==> src/rtl/keypad_pkg.sv <==
// Shared types and constants for the keypad press path.
// Used by the press controller and its debounce counter.
package keypad_pkg;

   localparam int KEY_W = 4;

   localparam logic [KEY_W-1:0] DIGIT_RST = 4'h0;

   typedef enum logic [1:0] {
      IDLE,
      PRESS_DB,
      HELD,
      REL_DB
   } press_state_t;

endpackage

==> src/rtl/keypad_press_controller_debounce_counter.sv <==
// Clear/enable stability counter for the press controller.
// tc flags the last count before a press or release is accepted.
module debounce_counter #(
   parameter  int DEBOUNCE_CYCLES = 4,
   localparam int CNT_W = $clog2(DEBOUNCE_CYCLES)
) (
   input  logic clk,
   input  logic nreset,
   input  logic clr,
   input  logic en,
   output logic tc
);

   logic [CNT_W-1:0] cnt;

   always_ff @(posedge clk) begin
      if (!nreset || clr) begin
         cnt <= '0;
      end else if (en) begin
         cnt <= cnt + CNT_W'(1);
      end
   end

   // tc is checked before incrementing, so cnt never wraps
   assign tc = (cnt == CNT_W'(DEBOUNCE_CYCLES - 1));

endmodule

==> src/rtl/keypad_press_controller.sv <==
// Turns bouncy keypad samples into one-shot presses and
// freezes the scanner while a key is qualified or held.
module keypad_press_controller
   import keypad_pkg::*;
#(
   parameter  int DEBOUNCE_CYCLES = 4,
   localparam int CNT_W = $clog2(DEBOUNCE_CYCLES)
) (
   input  logic             clk,
   input  logic             nreset,
   input  logic [KEY_W-1:0] key_code,
   input  logic             key_valid,
   output logic             scan_hold,
   output logic             press_pulse,
   output logic [KEY_W-1:0] press_code,
   output logic [KEY_W-1:0] digit_new,
   output logic [KEY_W-1:0] digit_old
);

   press_state_t     state;
   logic [KEY_W-1:0] cand;
   logic             match;
   logic             tc;
   logic             cnt_en;
   logic             cnt_clr;

   assign match = key_valid && (key_code == cand);

   // Counter runs only while stability is still being proven
   always_comb begin
      cnt_en = 1'b0;
      unique case (1'b1)
         (state == PRESS_DB): cnt_en = match && !tc;
         (state == REL_DB):   cnt_en = !match && !tc;
         default:             cnt_en = 1'b0;
      endcase
   end

   assign cnt_clr = !cnt_en;

   debounce_counter #(
      .DEBOUNCE_CYCLES(DEBOUNCE_CYCLES)
   ) u_cnt (
      .clk   (clk),
      .nreset(nreset),
      .clr   (cnt_clr),
      .en    (cnt_en),
      .tc    (tc)
   );

   always_ff @(posedge clk) begin
      if (!nreset) begin
         state       <= IDLE;
         cand        <= '0;
         scan_hold   <= 1'b0;
         press_pulse <= 1'b0;
         press_code  <= '0;
         digit_new   <= DIGIT_RST;
         digit_old   <= DIGIT_RST;
      end else begin
         press_pulse <= 1'b0;
         case (state)
            IDLE: begin
               if (key_valid) begin
                  cand      <= key_code;
                  state     <= PRESS_DB;
                  scan_hold <= 1'b1;
               end
            end
            PRESS_DB: begin
               if (match && tc) begin
                  state       <= HELD;
                  press_pulse <= 1'b1;
                  press_code  <= cand;
                  digit_old   <= digit_new;
                  digit_new   <= cand;
               end else if (!match) begin
                  state     <= IDLE;
                  scan_hold <= 1'b0;
               end
            end
            HELD: begin
               if (!match) begin
                  state <= REL_DB;
               end
            end
            REL_DB: begin
               if (match) begin
                  state <= HELD;
               end else if (tc) begin
                  state     <= IDLE;
                  scan_hold <= 1'b0;
               end
            end
            default: begin
               state     <= IDLE;
               scan_hold <= 1'b0;
            end
         endcase
      end
   end

endmodule

==> config.mk <==
export PLATFORM = sky130hd
export DESIGN_NAME = keypad_press_controller
export DESIGN_NICKNAME = d
export VERILOG_FILES = /design/src/rtl/keypad_pkg.sv /design/src/rtl/keypad_press_controller_debounce_counter.sv /design/src/rtl/keypad_press_controller.sv
export SDC_FILE = /design/constraint.sdc
export NUM_CORES = 1
export LEC_CHECK = 0
export BUFFER_PORTS_ARGS = -buffer_cell sky130_fd_sc_hd__buf_2
export CAP_MARGIN = 20
export CORE_UTILIZATION = 35
export CTS_BUF_LIST = sky130_fd_sc_hd__clkbuf_2 sky130_fd_sc_hd__clkbuf_4 sky130_fd_sc_hd__clkbuf_8
export DETAILED_ROUTE_END_ITERATION = 10
export GPL_TIMING_DRIVEN = 0
export PLACE_DENSITY = 0.65
export SLEW_MARGIN = 10
export SYNTH_ARGS = -nofsm -noshare
export SYNTH_HDL_FRONTEND = slang
export SYNTH_SLANG_ARGS = --single-unit
==> constraint.sdc <==
create_clock -name clk -period 2.12 [get_ports clk]
set_clock_uncertainty 0.1 [all_clocks]
set_input_delay 0.106 -clock clk [delete_from_list [all_inputs] [get_ports clk]]
set_output_delay 0.106 -clock clk [all_outputs]
set_load 0.005 [all_outputs]
==> out/results.ini <==
[cells_and_area]
finalCoreUtilization_pct = 49.3
n_antenna_cell = 0
nets = 133
area_delta_synth_final_pct = 28.3
fillerInstances = 237
drive_gt1_share_pct = 29.3

[timing]
finalCriticalPeriod_ps = 2010
whs_ps = 71.4
fmax_ghz = 0.497
setup_violations = 0
fin_crit_sh_pct = 95.0
finalHoldViolCount = 0
max-slew-margin-rel_pct = 68.0
grt_setup_unrepaired = false
worst_pin_slew_ps = 480
drv_slew = 0

[floorplanning]
dieArea_um2 = 2730
die_w_um = 52.2
pin_count = 21
fp-row-count = 17
die_h_um = 52.2
start_util_pct = 38.5
core-area_um2 = 2300

[global_routing]
grt_pass1_wl_mm = 2.70
antenna_found_initial = 0
grt_max_degree = 11
grt_pass1_vias = 651
grt.total_usage_pct = 13.8
overflow = 0

[synthesis]
synth_warnings = 0
ys_seq_area_share_pct = 40.8
ys_seq_elements = 18
netlist_area_um2 = 883
netlist.area_leader.share_pct = 40.8
ys_types = 28
netlist_instances = 94
avgSynthCellArea_um2 = 9.40
synth_largest_area_cell = dfxtp_1
synth.area.top_cells = dfxtp_1, mux2i_1, nand2_1
synth_fp_nets = 103

[critical_path]
rrSetupSlack_ps = 180
worstPathMaxFanout = 5
critPathTopFamily = simple AND/OR/NAND/NOR gates
cpMaxStageDelayCell = dlygate4sd3_1
max_stage_delay_ps = 520
reg2reg_from = cand[1]
critPathLaunch = key_code[1]
cp_num_cells = 10
ff2ff_path_depth = 8
critPathArrivalTime_ps = 2130
worstSetupPathType = primary input to flip-flop
crit_buf_inv = 2
crit_top_cell = nand2_1
required_ps = 2230
startpoint_type = primary input
cp-end-kind = flip-flop
path_cells = dlygate4sd3_1 -> buf_2 -> xor2_2 -> nor4_4 -> and2_4 -> ha_4 -> and3b_1 -> nand2_1 -> nand2_1 -> nor4_2

[clocking]
cts_tree = done
cts.sinks = 18
cts_root_buffer = clkbuf_4
clk_pin_slew_worst_paths_ps = 100
insertion_delay_ps = 290
cts-htree-levels = 1
clk_path_buf_depth = 2
numCtsBuffers = 3

[place]
gp_congestion = 0.814
io_buffers = 19
dp.final_hpwl_mm = 1.15

[pwr]
share_comb_of_total_power_pct = 10.9
clockPowerShare_pct = 33.4
swShare_pct = 23.7
p_leak_nw = 0.502
peakVddDrop_mv = 0.369
switchingPower_uw = 151
powerDensity_nw_per_um2 = 561
seqPwrFrac_pct = 55.7
internal-power_uw = 485

[routing]
dr.pass1.iters = 4
wirelength_mm = 1.65
routed_via_density = 4.75
drc = 0
drt_iter0_markers = 5
antenna_left = 0
vias = 718
wl_per_cell_um = 10.9

[min_path]
hold_path.class = primary input to flip-flop
min_path_cells = 4
min_from = nreset

[run_status]
status = finished clean

[run]
maxCapViolCount = 0

## routing by layer
layer  vias up  GRT usage (%)  routed length [µm]
li1        371              -                   -
met1       338           17.3                 753
met2         9           21.8                 848
met3         0           3.48                  45
met4         0           6.58                   0
met5         -              0                   0
## path summary, 6_finish.rpt
kind                                     end
worst max-delay path                state[1]
worst min-delay path               scan_hold
worst max register to register      state[1]
worst min register to register  u_cnt.cnt[0]
## state kept, by name, indices dropped and copies added, names as in the netlist
name	count
digit_old	4
digit_new	4
press_pulse	1
cand	4
state	2
u_cnt.cnt	2
scan_hold	1
## synth_stat cells
cell type and number:
dfxtp_1 18, nand2_1 15, mux2i_1 12, nor2_1 7
buf_4 4, clkbuf_1 4, nor2b_1 4, xor2_1 4
and2_1 3, ha_1 2, inv_1 2, o21a_1 2
o21ai_0 2, a21boi_0 1, a21oi_1 1, a311o_1 1
and3_1 1, and3b_1 1, buf_6 1, nand3_1 1
nand4b_1 1, nor3_1 1, nor3b_2 1, nor4_1 1
nor4_4 1, o2111a_1 1, o211a_1 1, o21ba_1 1
## tightest hold or removal path: stages
cell,delay (ps)
buf_2,110
o21ai_0,70
a21oi_1,50
o21a_1,90
## cell families (layout without fill, tap and decap cells)
| kind of cell | after synthesis | in the layout | share of synthesized area (%) |
|---|---|---|---|
| multiplexers | 12 | 12 | 13.6 |
| adder cells (fa/ha/maj) | 2 | 2 | 2.83 |
| flip-flops | 18 | 18 | 40.8 |
| AND/OR/NAND/NOR | 37 | 37 | 22.7 |
| XOR/XNOR | 4 | 4 | 3.97 |
| buffers and inverters | 11 | 40 | 7.22 |
| AO/OA/AOI/OAI | 10 | 10 | 8.92 |
## placed cells by master (no fill, tap or decap)
master	n
a311o_1	1
o2111a_1	1
nor2b_1	4
and3_1	1
o211a_1	1
xor2_2	1
xor2_1	3
nor4_4	1
o21ai_0	2
buf_2	19
mux2i_1	12
clkbuf_4	3
nand4b_1	1
nand3_1	1
nor3b_2	1
clkbuf_8	1
ha_1	1
and3b_1	1
nand2_1	15
nor3_1	1
and2_1	2
nor2_1	7
buf_6	1
buf_4	6
ha_4	1
a21oi_1	1
and2_4	1
a21boi_0	1
dlygate4sd3_1	4
clkbuf_1	4
dfxtp_1	18
o21a_1	2
nor4_2	1
o21ba_1	1
inv_1	2
## area by class of cell
type	instances	area (µm²)	share of cell area, %
Sequential cell	18	360	31.8
Tap cell	28	35.0	3.09
Inverter	2	7.51	0.662
Clock buffer	4	36.3	3.20
Timing Repair Buffer	25	150	13.2
Multi-Input combinational cell	65	488	43.0
Buffer	9	56.3	4.97
## power by group through the flow
stage                     Sequential (mW)  Clock [mW]  Combinational, mW
after CTS                           0.354       0.225             0.0677
after global routing                0.355       0.240             0.0766
final                               0.354       0.212             0.0693
after floorplan                     0.360           0             0.0435
after detailed placement            0.361           0             0.0598
after global placement              0.361           0             0.0583
## metrics by stage
stage / instances / setup TNS, ps / cell area, µm² / setup slack, ps / power (mW)
after floorplan: 94 / 0 / 883 / 57.4 / 0.404
after global placement: 141 / -127 / 1010 / -127 / 0.419
after detailed placement: 141 / -152 / 1010 / -152 / 0.421
after CTS: 150 / 0 / 1100 / 0.537 / 0.646
after global routing: 151 / 0 / 1130 / 7.00 / 0.671
final: 151 / 0 / 1130 / 106 / 0.635
## repair_timing
| action | CTS | global route |
|---|---|---|
| hold buffers | 4 | 0 |
| hold endpoints to repair | 4 | 0 |
| pin swaps | 1 | 3 |
| buffers inserted | 1 | 1 |
| gates resized for setup | 0 | 5 |
| endpoints found under the setup margin | 2 | 2 |
| cloned | 0 | 0 |
(Power assumes the default switching activity.)
